===== config.mk =====
export PLATFORM = sky130hd
export DESIGN_NAME = regwrite_arbiter
export DESIGN_NICKNAME = d
export VERILOG_FILES = /design/src/rtl/regwrite_pkg.sv /design/src/rtl/regwrite_arbiter_rr_picker.sv /design/src/rtl/regwrite_arbiter.sv
export SDC_FILE = /design/constraint.sdc
export NUM_CORES = 1
export LEC_CHECK = 0
export CAP_MARGIN = 0
export CORE_ASPECT_RATIO = 1.1
export CORE_MARGIN = 5
export CORE_UTILIZATION = 67
export CTS_BUF_LIST = sky130_fd_sc_hd__clkbuf_8
export CTS_CLUSTER_DIAMETER = 100
export DETAILED_ROUTE_END_ITERATION = 10
export DONT_BUFFER_PORTS = 1
export PLACE_DENSITY = 0.91
export REMOVE_ABC_BUFFERS = 1
export SETUP_SLACK_MARGIN = 0.5
export SLEW_MARGIN = 40
export SYNTH_ARGS = -nofsm -noshare
export SYNTH_HDL_FRONTEND = slang
export SYNTH_SLANG_ARGS = --single-unit

===== constraint.sdc =====
create_clock -name clk -period 4 [get_ports clk]
set_clock_uncertainty 0.05 [all_clocks]
set_input_delay 0.2 -clock clk [delete_from_list [all_inputs] [get_ports clk]]
set_output_delay 0.2 -clock clk [all_outputs]
set_load 0.05 [all_outputs]

===== src/rtl/regwrite_pkg.sv =====
// Shared constants and helpers for the register-file write-port arbiter.
package regwrite_pkg;

  localparam int unsigned ZERO_ADDR = 0;

  // Bits needed to index n items, never less than 1.
  function automatic int unsigned clog2(input int unsigned n);
    int unsigned r;
    r = 1;
    while ((32'd1 << r) < n) r++;
    return r;
  endfunction

endpackage


===== src/rtl/regwrite_arbiter_rr_picker.sv =====
// Combinational round-robin picker: first set request at or after ptr, wrapping mod NREQ.
module rr_picker
  import regwrite_pkg::*;
#(
  parameter int unsigned NREQ = 4,
  localparam int unsigned PW = clog2(NREQ)
) (
  input  logic [NREQ-1:0] req_i,
  input  logic [PW-1:0]   ptr_i,
  input  logic            enable_i,
  output logic [NREQ-1:0] grant_o,
  output logic [PW-1:0]   idx_o,
  output logic            valid_o
);

  always_comb begin
    int cand;
    grant_o = '0;
    idx_o   = '0;
    valid_o = 1'b0;
    cand    = 0;
    for (int k = 0; k < int'(NREQ); k++) begin
      cand = int'(ptr_i) + k;
      if (cand >= int'(NREQ)) cand = cand - int'(NREQ);
      if (!valid_o && enable_i && req_i[PW'(cand)]) begin
        grant_o[PW'(cand)] = 1'b1;
        idx_o              = PW'(cand);
        valid_o            = 1'b1;
      end
    end
  end

endmodule


===== src/rtl/regwrite_arbiter.sv =====
// Round-robin arbiter sharing one register-file write port, with a one-cycle
// registered write stage and a pending flag for hazard detection.
module regwrite_arbiter
  import regwrite_pkg::*;
#(
  parameter int unsigned NREQ    = 4,
  parameter int unsigned BITS    = 32,
  parameter int unsigned ABITS   = 5,
  parameter bit          ZERO_RO = 1'b1
) (
  input  logic                  clk,
  input  logic                  rst,
  input  logic                  hold,
  input  logic [NREQ-1:0]       req,
  input  logic [NREQ*ABITS-1:0] req_addr,
  input  logic [NREQ*BITS-1:0]  req_data,
  output logic [NREQ-1:0]       grant,
  output logic                  rf_wenable,
  output logic [ABITS-1:0]      rf_waddr,
  output logic [BITS-1:0]       rf_wdata,
  output logic                  pending
);

  localparam int unsigned PW = clog2(NREQ);

  typedef logic [ABITS-1:0] addr_t;
  typedef logic [BITS-1:0]  data_t;

  logic [PW-1:0] ptr_q, ptr_d;
  logic [PW-1:0] gnt_idx;
  logic          gnt_valid;
  logic          wen_q, wen_d;
  addr_t         waddr_q, waddr_d, sel_addr;
  data_t         wdata_q, wdata_d, sel_data;

  // Grants are masked during reset so a transfer in flight is discarded.
  rr_picker #(
    .NREQ(NREQ)
  ) u_picker (
    .req_i   (req),
    .ptr_i   (ptr_q),
    .enable_i(!hold && !rst),
    .grant_o (grant),
    .idx_o   (gnt_idx),
    .valid_o (gnt_valid)
  );

  assign sel_addr = req_addr[32'(gnt_idx) * ABITS +: ABITS];
  assign sel_data = req_data[32'(gnt_idx) * BITS +: BITS];

  always_comb begin
    ptr_d   = ptr_q;
    wen_d   = 1'b0;
    waddr_d = waddr_q;
    wdata_d = wdata_q;
    if (gnt_valid) begin
      // Explicit compare keeps the wrap correct for non-power-of-2 NREQ.
      ptr_d   = (gnt_idx == PW'(NREQ - 1)) ? '0 : gnt_idx + PW'(1);
      wen_d   = !(ZERO_RO && (sel_addr == ABITS'(ZERO_ADDR)));
      waddr_d = sel_addr;
      wdata_d = sel_data;
    end
  end

  always_ff @(posedge clk or posedge rst) begin
    if (rst) begin
      ptr_q   <= '0;
      wen_q   <= 1'b0;
      waddr_q <= '0;
      wdata_q <= '0;
    end else begin
      ptr_q   <= ptr_d;
      wen_q   <= wen_d;
      waddr_q <= waddr_d;
      wdata_q <= wdata_d;
    end
  end

  assign rf_wenable = wen_q;
  assign rf_waddr   = waddr_q;
  assign rf_wdata   = wdata_q;
  assign pending    = wen_q;

endmodule

Yosys cells after proc, flatten, opt, wreduce, memory -nomap -nowiden
Cells that the tools add are included.

Word-level logic and storage cells: 88. Register bits after elaboration: 40.

Bitwise gates (word level): 3. Reductions and logical operators: 19. Shift operators: 2. Order comparisons: 12. Eq/ne operators: 1. Add/sub/neg operators: 8. Multiply operators: 1. Muxes and demuxes: 38.

Operators by type and width (number): 128-bit by 8-bit variable part select with 32-bit output (1); 20-bit by 6-bit variable part select with 5-bit output (1); 2-bit 2-to-1 mux (9); 1-bit 2-to-1 mux (17); 2-bit by 4-bit less-than comparator with 1-bit output, second input constant (4); 4-bit 2-to-1 mux (4); 1-bit logical AND (12); 4-bit bitwise OR (3); 3-bit greater-or-equal comparator, second input constant (3); 1-bit binary-select mux with 2-bit select (4); 1-bit demux with 2-bit select (4); 2-bit by 1-bit greater-or-equal comparator with 1-bit output, second input constant (4); 2-bit by 1-bit subtractor with 2-bit output, second input constant (4); 2-bit by 2-bit adder with 3-bit output, second input constant (2); 1-bit zero test (6); 5-bit zero test (1); 2-bit by 3-bit multiplier with 5-bit output, second input constant (1); 2-bit by 1-bit adder with 3-bit output, second input constant (1); 2-bit by 3-bit greater-or-equal comparator with 1-bit output, second input constant (1); 2-bit by 1-bit adder with 2-bit output, second input constant (1); 2-bit == test, second input constant (1).

Longest topological paths before layout
Gate-level depths: netlist (run 1).

Depth after elaboration: 24. Mapped depth: 14.

Cells and area by module
Synthesis (run 1) repeated with hierarchy kept, for this count alone.

Cell total of the unflattened synthesis: 198. Area total of the unflattened synthesis: 2897.8 µm².

By module, submodules not included: regwrite_arbiter (area each 2379.8 µm², cells an instance 135, seq. area each 1001.0 µm², instances 1); rr_picker (area each 518.0 µm², cells an instance 63, seq. area each 0.0 µm², instances 1).

Worst setup path after synthesis (run 1)
Ideal clock, no wire load.

Path kind: register -> register. Start: register ptr_q[1]. End: register waddr_q[0], in the netlist rf_waddr[0]. Cell stages (with the launch flop): 13. Arrival: 3.228 ns. Period minus slack after synthesis: 3.404 ns. Data required time: 3.824 ns. Path slack: 0.596 ns. Buffers on the path: 3. Setup time: 0.126 ns. Cell sequence: dfrtp_1 -> clkbuf_1 -> inv_1 -> ha_1 -> buf_2 -> mux2_1 -> nand2_1 -> o22ai_1 -> o31a_1 -> buf_2 -> a21oi_4 -> mux2_1 -> a221o_1.

Word-level cells in the longest chain between the ends: 21. Elaborated cells on any way between the ends: 47. Those cells by class: add/sub: 7; mul: 1; order compare: 4; shift: 1; mux: 24; reduce/logical: 10.

RTL lines: from (decl) (RTL line regwrite_arbiter.sv:29) `logic [PW-1:0] ptr_q, ptr_d;`; from (signal assigned) (RTL line regwrite_arbiter.sv:72) `ptr_q <= ptr_d;`; 2-bit by 3-bit greater-or-equal comparator with 1-bit output or 2-bit by 1-bit subtractor with 2-bit output (tied branches) (RTL line regwrite_arbiter_rr_picker.sv:24) `if (cand >= int'(NREQ)) cand = cand - int'(NREQ);`; 2-bit 2-to-1 mux (RTL line regwrite_arbiter_rr_picker.sv:24); 1-bit binary-select mux with 2-bit select (RTL line regwrite_arbiter_rr_picker.sv:25) `if (!valid_o && enable_i && req_i[PW'(cand)]) begin`; 1-bit 2-to-1 mux (not written as such) (2 in a row) (RTL line regwrite_arbiter_rr_picker.sv:25); 1-bit logical AND (RTL line regwrite_arbiter_rr_picker.sv:25); 1-bit 2-to-1 mux (RTL line regwrite_arbiter_rr_picker.sv:25); 1-bit zero test (RTL line regwrite_arbiter_rr_picker.sv:25); 1-bit logical AND (2 in a row) (RTL line regwrite_arbiter_rr_picker.sv:25); 1-bit 2-to-1 mux (RTL line regwrite_arbiter_rr_picker.sv:25); 1-bit zero test (RTL line regwrite_arbiter_rr_picker.sv:25); 1-bit logical AND (2 in a row) (RTL line regwrite_arbiter_rr_picker.sv:25); 1-bit 2-to-1 mux (RTL line regwrite_arbiter_rr_picker.sv:25); 1-bit zero test (RTL line regwrite_arbiter_rr_picker.sv:25); 1-bit logical AND (2 in a row) (RTL line regwrite_arbiter_rr_picker.sv:25); 2-bit 2-to-1 mux (RTL line regwrite_arbiter_rr_picker.sv:25); 2-bit by 3-bit multiplier with 5-bit output (RTL line regwrite_arbiter.sv:48) `assign sel_addr = req_addr[32'(gnt_idx) * ABITS +: ABITS];`; 20-bit by 6-bit variable part select with 5-bit output (RTL line regwrite_arbiter.sv:48); to (signal assigned) (RTL line regwrite_arbiter.sv:74) `waddr_q <= waddr_d;`; to (decl) (RTL line regwrite_arbiter.sv:33) `addr_t waddr_q, waddr_d, sel_addr;`.

Several ways; a longest one is shown, not always the timed one. The select of a mux whose other input is x is not followed. A chain may end at the register's enable or synchronous reset.

Worst setup path in the final report (run 1)
Start: register ptr_q[1]. End: register waddr_q[4], in the netlist rf_waddr[4].

The elaborated chain is that of the path after synthesis.

==> out/metrics.cfg, run 1 <==
[status]
outcome = finished, final reports clean

[logic_synthesis]
netlist_area_um2 = 3418
syn_inst = 394
syn_avg_cell_area_um2 = 8.676
synthDistinctLibCells = 42
synth-seq-cells = 40
synthFlopType = dfrtp_1
synth_edf_count = 0
ys_warn_count = 0
ys_seq_area_frac = 0.2928
synthArstFlopShare = 1.000

[power_and_ir_drop]
ir_worst_vdd_mv = 0.5752
p_leak_nw = 1.458
power_w = 0.003939
cellPowerDensity_nw_per_um2 = 1094
pwr-share-clk = 0.070
p_comb_frac = 0.544
switching_share = 0.5957
pwr-share-seq = 0.387
switching_power_w = 0.002346
p_int_w = 0.001592

[job]
drv_cap = 0

[cells_and_area]
final_core_util = 0.7249
drive_above_1_share = 0.1068
multiInputGateArea_um2 = 2106
area_growth_syn_to_layout_pct = 5.307
fill_cells = 380
layout.nets = 546
layout_commonest_cell = a211oi_1
final_cell_mix = a211oi_1, mux2i_1, nor2_1
antennaDiodeCount = 0
regArea_um2 = 1001

[grt]
overflow = 0
grt_max_degree = 36
antenna_found_initial = 0
grt_pass1_wl_um = 16510
grt_pass1_vias = 3154
track_usage = 0.3070

[clock_tree]
tritoncts = yes
cts_num_sinks = 40
root_buffer = clkbuf_8
clock_path_buffers = 2
cts-buffers-inserted = 5
clock_latency_ps = 290
htreeDepth = 2
clkSlewWorstSetupHoldPaths_ps = 90

[floorplanning]
start_util = 0.6883
core-area_um2 = 4966
die_area_um2 = 6632
ios = 198
die_y_um = 84.92
rows = 27
die_w_um = 78.11

[critical_path]
arrival_ps = 3460
critPathKind = flop to flop
slowest_stage = mux2i_1
path_common_cell = buf_4
required_ps = 4130
worstSetupEndpointType = flop
cp_slowest_stage_delay_ps = 460
start_kind = flop
path_cells = buf_4, mux2i_1, o22ai_4, a2111oi_0, a22o_1, buf_4, a21oi_4, buf_12, mux2_1, a221o_1
crit_fanout = 35

[placement]
dp_hpwl_um = 8205
portBuffers = 0
gp_congestion = 0.9902

[sta]
min_period_ps = 3330
slew_viol_final = 0
clock.fmax_mhz = 300.3
post-route-period-util = 0.8325
slew-limit-headroom = 0.4199
rsz0062_at_grt = no
tightest_slew_ps = 870.7
hold_slack_ps = 77.36
finalHoldViolCount = 0
setup_viol = 0

[drt]
wl_per_cell_um = 24.53
wirelength_um = 10840
ant_nets = 0
drc = 0
routed_via_density = 7.516
drt-pass1-iter-count = 5
vias = 3322
drtIter0Drc = 282

[hold_path]
min_path_type = input pin to flop

worst paths after layout:
kind                         startpoint      endpoint  slack (ps)  cells past startpoint
min                        req_data[23]  rf_wdata[23]          80                      2
max reg2reg                    ptr_q[1]   rf_waddr[4]         670                     10
min in group asynchronous           rst   rf_waddr[1]         310                      2
max                            ptr_q[1]   rf_waddr[4]         670                     10
min reg2reg                    ptr_q[0]      ptr_q[0]         770                      3
max in group asynchronous           rst  rf_wdata[31]        2880                      3
synthesized netlist by cell type (all sizes together), types with 4 or more instances:
library cell,instances,area [um2]
o22ai,4,38.79
inv,38,142.6
mux2,5,56.30
a211oi,103,813.3
a21oi,8,62.56
clkbuf,21,78.83
mux2i,43,430.4
dfrtp,40,1001
nand2,16,60.06
o21ai,7,35.03
ha,8,100.1
buf,16,112.6
nor2,43,161.4
layer usage:
layer	GRT usage	wire [um]	part of all wire
met2	0.5045	5405	0.50
met1	0.3960	4100	0.38
met3	0.06794	1030	0.095
met5	0	0	0
met4	0.1075	308	0.028
state kept, by name (all words and copies together) (netlist names):
| signal | cells |
|---|---|
| pending | 1 |
| rf_waddr | 5 |
| rf_wdata | 32 |
| ptr_q | 2 |
stage by stage:
stage	setup TNS (ps)	setup WS (ps)	cell area (um2)	instances
2_1_floorplan	-15940	-540.3	3227	357
3_3_place_gp	0	693.1	3443	430
3_5_place_dp	0	576.5	3471	431
4_1_cts	0	563.3	3568	440
5_1_grt	0	529.5	3600	442
6_report	0	670.2	3600	442
worst max-delay path: cells and delay by family, from the launching register on:
| family | cells | cell delay (ps) |
|---|---|---|
| AOI/OAI and AO/OA | 5 | 1290 |
| muxes | 2 | 780 |
| buffers and inverters | 3 | 730 |
| DFF | 1 | 350 |
kinds of logic (layout without fill, tap and decap cells):
kind of cell               after synthesis  in the layout  share of synthesized area
AOI/OAI and AO/OA                      147            147                     0.3415
adders and majority gates                8              8                    0.02928
buffers and inverters                   75             65                    0.09773
DFF                                     40             40                     0.2928
muxes                                   48             48                     0.1424
and+or+nand+nor                         76             76                    0.09626
timing repair:
item	4_1_cts	5_1_grt
hold endpoints to repair	14	0
resized for setup	0	2
hold buffers	1	0
endpoints found under the setup margin	0	35
buffers inserted	0	2
cell type report:
| class | count | share of cell area |
|---|---|---|
| inverters | 38 | 0.03962 |
| clock buffers | 5 | 0.01912 |
| well taps | 58 | 0.02016 |
| repair buffers | 19 | 0.05283 |
| multi-input cells | 279 | 0.5850 |
| clock inverters | 3 | 0.005214 |
| flip-flops and latches | 40 | 0.2781 |
power by group through the flow:
stage	Combinational [W]	Sequential, W	Clock, W
floorplan	0.00151	0.00149	0
CTS	0.00208	0.00152	0.000279
finish	0.00214	0.00152	0.000274
detailed placement	0.00208	0.00153	0
global placement	0.00195	0.00152	0
global route	0.00232	0.00154	0.000296
Note: power is estimated with default switching activity, not from simulation.
==> inputs of run 2 (changes only) <==
--- a/config.mk
+++ b/config.mk
@@ -8,12 +8,12 @@
 export CAP_MARGIN = 0
 export CORE_ASPECT_RATIO = 1.1
 export CORE_MARGIN = 5
-export CORE_UTILIZATION = 67
+export CORE_UTILIZATION = 60
 export CTS_BUF_LIST = sky130_fd_sc_hd__clkbuf_8
 export CTS_CLUSTER_DIAMETER = 100
 export DETAILED_ROUTE_END_ITERATION = 10
 export DONT_BUFFER_PORTS = 1
-export PLACE_DENSITY = 0.91
+export PLACE_DENSITY = 0.87
 export REMOVE_ABC_BUFFERS = 1
 export SETUP_SLACK_MARGIN = 0.5
 export SLEW_MARGIN = 40
==> constraint.sdc (replaced) <==
create_clock -name clk -period 2.78 [get_ports clk]
set_clock_uncertainty 0.05 [all_clocks]
set_input_delay 0.139 -clock clk [delete_from_list [all_inputs] [get_ports clk]]
set_output_delay 0.139 -clock clk [all_outputs]
set_load 0.05 [all_outputs]
==> run 2 against run 1 <==
  * The run now fails in 5_1_grt
  * Synthesized cell count did not move
  * Synthesized area did not move
==> out/metrics.cfg, run 2 <==
[logic_synthesis]
synth_most_common_cell = a211oi_1  ; unchanged
syn_inst = 394  ; unchanged
synth-seq-cells = 40  ; unchanged
synthDistinctLibCells = 42  ; unchanged
syn_avg_cell_area_um2 = 8.676  ; unchanged
netlist_area_um2 = 3418  ; unchanged
synth_top_area_share = 0.2928  ; unchanged
synthFlopType = dfrtp_1  ; unchanged
synthArstFlopShare = 1.000  ; unchanged
ys_warn_count = 0  ; unchanged
ys_seq_area_frac = 0.2928  ; unchanged
synth_area_leaders = dfrtp_1, a211oi_1, mux2i_1, nor2_1, inv_1  ; unchanged
synth_edf_count = 0  ; unchanged
synth_common_cells = a211oi_1, mux2i_1, nor2_1  ; unchanged
yosysTopAreaCell = dfrtp_1  ; unchanged

[status]
outcome = stopped before the end  ; was finished, final reports clean
lastStage = 5_1_grt
error = [ERROR GRT-0232] Routing congestion too high. Check the congestion heatmap in the GUI.

[sta]
worstEndpointGrtRepair = rf_waddr[3]$_DFFE_PP0P_/D
endpoint_type = register data pin

[clock_tree]
cts_num_sinks = 40  ; unchanged
cts-buffers-inserted = 5  ; unchanged
root_buffer = clkbuf_8  ; unchanged
clock_path_buffers = 2  ; unchanged
htreeDepth = 2  ; unchanged

[grt]
track_usage = 0.7840
grt_max_degree = 41
overflow = 168

[floorplanning]
ios = 198  ; unchanged
start_util = 0.6255  ; was 0.6883
die_y_um = 89.17  ; was 84.92 um
rows = 28  ; was 27
die_w_um = 81.97  ; was 78.11 um

[placement]
dp.cells = 475  ; was 431
dp_hpwl_um = 8914  ; was 8205 um
place_area_um2 = 3750  ; was 3471 um2
portBuffers = 0  ; unchanged
gp_congestion = 0.9557  ; was 0.9902

run 2: cell counts after synthesis:
Identical to the previous run, type by type.
run 2: logic make-up after synthesis:
| group | Yosys count | share of synthesized area |
|---|---|---|
| compound gates | 147 | 0.3415 |
| fa+ha+maj | 8 | 0.02928 |
| buf+inv | 75 | 0.09773 |
| flops | 40 | 0.2928 |
| mux | 48 | 0.1424 |
| simple gates | 76 | 0.09626 |
run 2: what timing repair did:
item,in CTS
cloned,2
hold endpoints to repair,40
hold buffers,1
gates resized for setup,129
setup buffers,23
setup endpoints to repair,44
pin swaps,34
run 2: metal layers:
layer | GRT usage | GRT overflow
met4 | 0.9728 | 69
met5 | 0 | 0
met2 | 1.003 | 98
met1 | 0.7290 | 1
met3 | 0.5554 | 0
run 2: through the flow:
step	setup WS [ps]	hold WS [ps]	utilization
floorplan	-1760	306.8	-
global placement	-169.0	127.3	0.6861
detailed placement	-150.6	130.9	0.6861
CTS	139.8	19.64	0.8494
==> inputs of run 3 (changes only) <==
--- a/config.mk
+++ b/config.mk
@@ -6,16 +6,12 @@
 export NUM_CORES = 1
 export LEC_CHECK = 0
 export CAP_MARGIN = 0
-export CORE_ASPECT_RATIO = 1.1
 export CORE_MARGIN = 5
-export CORE_UTILIZATION = 60
-export CTS_BUF_LIST = sky130_fd_sc_hd__clkbuf_8
-export CTS_CLUSTER_DIAMETER = 100
+export CORE_UTILIZATION = 40
 export DETAILED_ROUTE_END_ITERATION = 10
 export DONT_BUFFER_PORTS = 1
-export PLACE_DENSITY = 0.87
+export PLACE_DENSITY_LB_ADDON = 0.15
 export REMOVE_ABC_BUFFERS = 1
-export SETUP_SLACK_MARGIN = 0.5
 export SLEW_MARGIN = 40
 export SYNTH_ARGS = -nofsm -noshare
 export SYNTH_HDL_FRONTEND = slang
==> constraint.sdc (replaced) <==
create_clock -name clk -period 3.6 [get_ports clk]
set_clock_uncertainty 0.05 [all_clocks]
set_input_delay 0.18 -clock clk [delete_from_list [all_inputs] [get_ports clk]]
set_output_delay 0.18 -clock clk [all_outputs]
set_load 0.05 [all_outputs]
==> run 3 against run 2 <==
  * The flow now finishes without violations
==> out/metrics.cfg, run 3 (same netlist as run 1, synthesis figures left out) <==
[critical_path]
start_kind = flop
crit_fanout = 19
worstSetupEndpointType = flop
path_buf_inv = 1
path_cells = inv_1, ha_1, mux2_1, nand2_1, o22ai_1, o31a_2, a21oi_4, mux2_1, a221o_1
arrival_ps = 3450
slowest_stage = o31a_2
cp_slowest_stage_delay_ps = 550
critPathTopFamily = compound AO/OA/AOI/OAI gates
required_ps = 3740
critPathKind = flop to flop
path_common_cell = mux2_1

[placement]
gp_congestion = 0.9393  ; was 0.9557
dp.cells = 481  ; was 475
portBuffers = 0  ; unchanged
place_area_um2 = 3576  ; was 3750 um2
dp_hpwl_um = 8613  ; was 8914 um

[clock_tree]
clock_latency_ps = 300
clkSlewWorstSetupHoldPaths_ps = 90
root_buffer = clkbuf_8  ; unchanged
cts-buffers-inserted = 5  ; unchanged
tritoncts = yes
clock_path_buffers = 2  ; unchanged
cts_num_sinks = 40  ; unchanged
postCtsSetupRepairBufs = 0  ; was 23
htreeDepth = 2  ; unchanged

[cells_and_area]
final_cells = 489
largest_register_ffs = 32
final_cell_mix = a211oi_1, mux2i_1, nor2_1
layout.nets = 547
antennaDiodeCount = 0
area_growth_syn_to_layout_pct = 7.284
layout_commonest_cell = a211oi_1
final_core_util = 0.4441
fill_cells = 837
drive_above_1_share = 0.1068
fin_area_um2 = 3667

[sta]
post-route-period-util = 0.9200
finalHoldViolCount = 0
slew-limit-headroom = 0.4161
tightest_slew_ps = 876.4
slew_viol_final = 0
clock.fmax_mhz = 301.9
min_period_ps = 3312
rsz0062_at_grt = no
setup_viol = 0
hold_slack_ps = 53.44

[drt]
drtIter0Drc = 110
wirelength_um = 11520
drt-pass1-iter-count = 4
drc = 0
ant_nets = 0
wl_per_cell_um = 23.56
routed_via_density = 6.472
vias = 3165

[floorplanning]
rows = 33  ; was 28
die_y_um = 102.4  ; was 89.17 um
die_w_um = 102.4  ; was 81.97 um
ios = 198  ; unchanged
start_util = 0.4139  ; was 0.6255
die_area_um2 = 10490
core-area_um2 = 8258

[grt]
grt_max_degree = 41
antenna_found_initial = 0
grt_pass1_wl_um = 17330
overflow = 0
grt_pass1_vias = 3256
track_usage = 0.2116

[power_and_ir_drop]
power_w = 0.004434
cellPowerDensity_nw_per_um2 = 1209
p_leak_nw = 1.462
ir_worst_vdd_mv = 0.4015

[job]
drv_cap = 0

[hold_path]
min_path_type = input pin to flop

[status]
outcome = finished, final reports clean  ; was stopped before the end

==> run 3: worst register-to-register path: stages, from the launching register on <==
cell and delay [ps]:
dfrtp_1 400, inv_1 160, ha_1 300, mux2_1 330, nand2_1 140, o22ai_1 140, o31a_2 550, a21oi_4 440
mux2_1 380, a221o_1 320
==> run 3: report_power, final <==
group	switching (W)	leakage, nW	internal [W]	total, W
Sequential	0.000993	0.469	0.000688	0.00168
Combinational	0.00147	0.953	0.000975	0.00245
Clock	0.000177	0.0400	0.000132	0.000308
==> run 3: timing repair <==
action                                 CTS  global route
hold buffers                             1             0
endpoints found under the hold margin   40             0
setup endpoints to repair                0             0
gates resized for setup                  0             0
==> run 3: through the flow <==
step,setup slack [ps],TNS [ps]
5_1_grt,130.4,0
3_5_place_dp,341.2,0
6_report,288.2,0
3_3_place_gp,352.7,0
2_1_floorplan,-940.3,-31940
4_1_cts,313.6,0
==> run 3: layout make-up <==
class | instances | area [um2] | area share
repair buffers | 20 | 205.2 | 0.05595
well taps | 105 | 131.4 | 0.03582
flip-flops and latches | 40 | 1001 | 0.2729
clock buffers | 5 | 68.82 | 0.01876
inverters | 38 | 145.1 | 0.03958
clock inverters | 2 | 12.51 | 0.003412
multi-input cells | 279 | 2103 | 0.5735
==> run 3: layer usage <==
metal | wire [um] | track usage
met2 | 5596 | 0.3600
met5 | 0 | 0
met1 | 4510 | 0.2525
met3 | 1179 | 0.07440
met4 | 236 | 0.05853
==> run 3: worst paths after layout <==
| check | startpoint | to | slack (ps) | depth (start not counted) |
|---|---|---|---|---|
| worst max-delay path | ptr_q[1] | rf_waddr[0] | 290 | 9 |
| worst min-delay path | req_data[27] | rf_wdata[27] | 50 | 2 |
| worst max register to register | ptr_q[1] | rf_waddr[0] | 290 | 9 |
| worst min register to register | ptr_q[0] | ptr_q[0] | 700 | 3 |
| max in group asynchronous | rst | rf_wdata[16] | 2760 | 2 |
| min in group asynchronous | rst | ptr_q[0] | 350 | 2 |
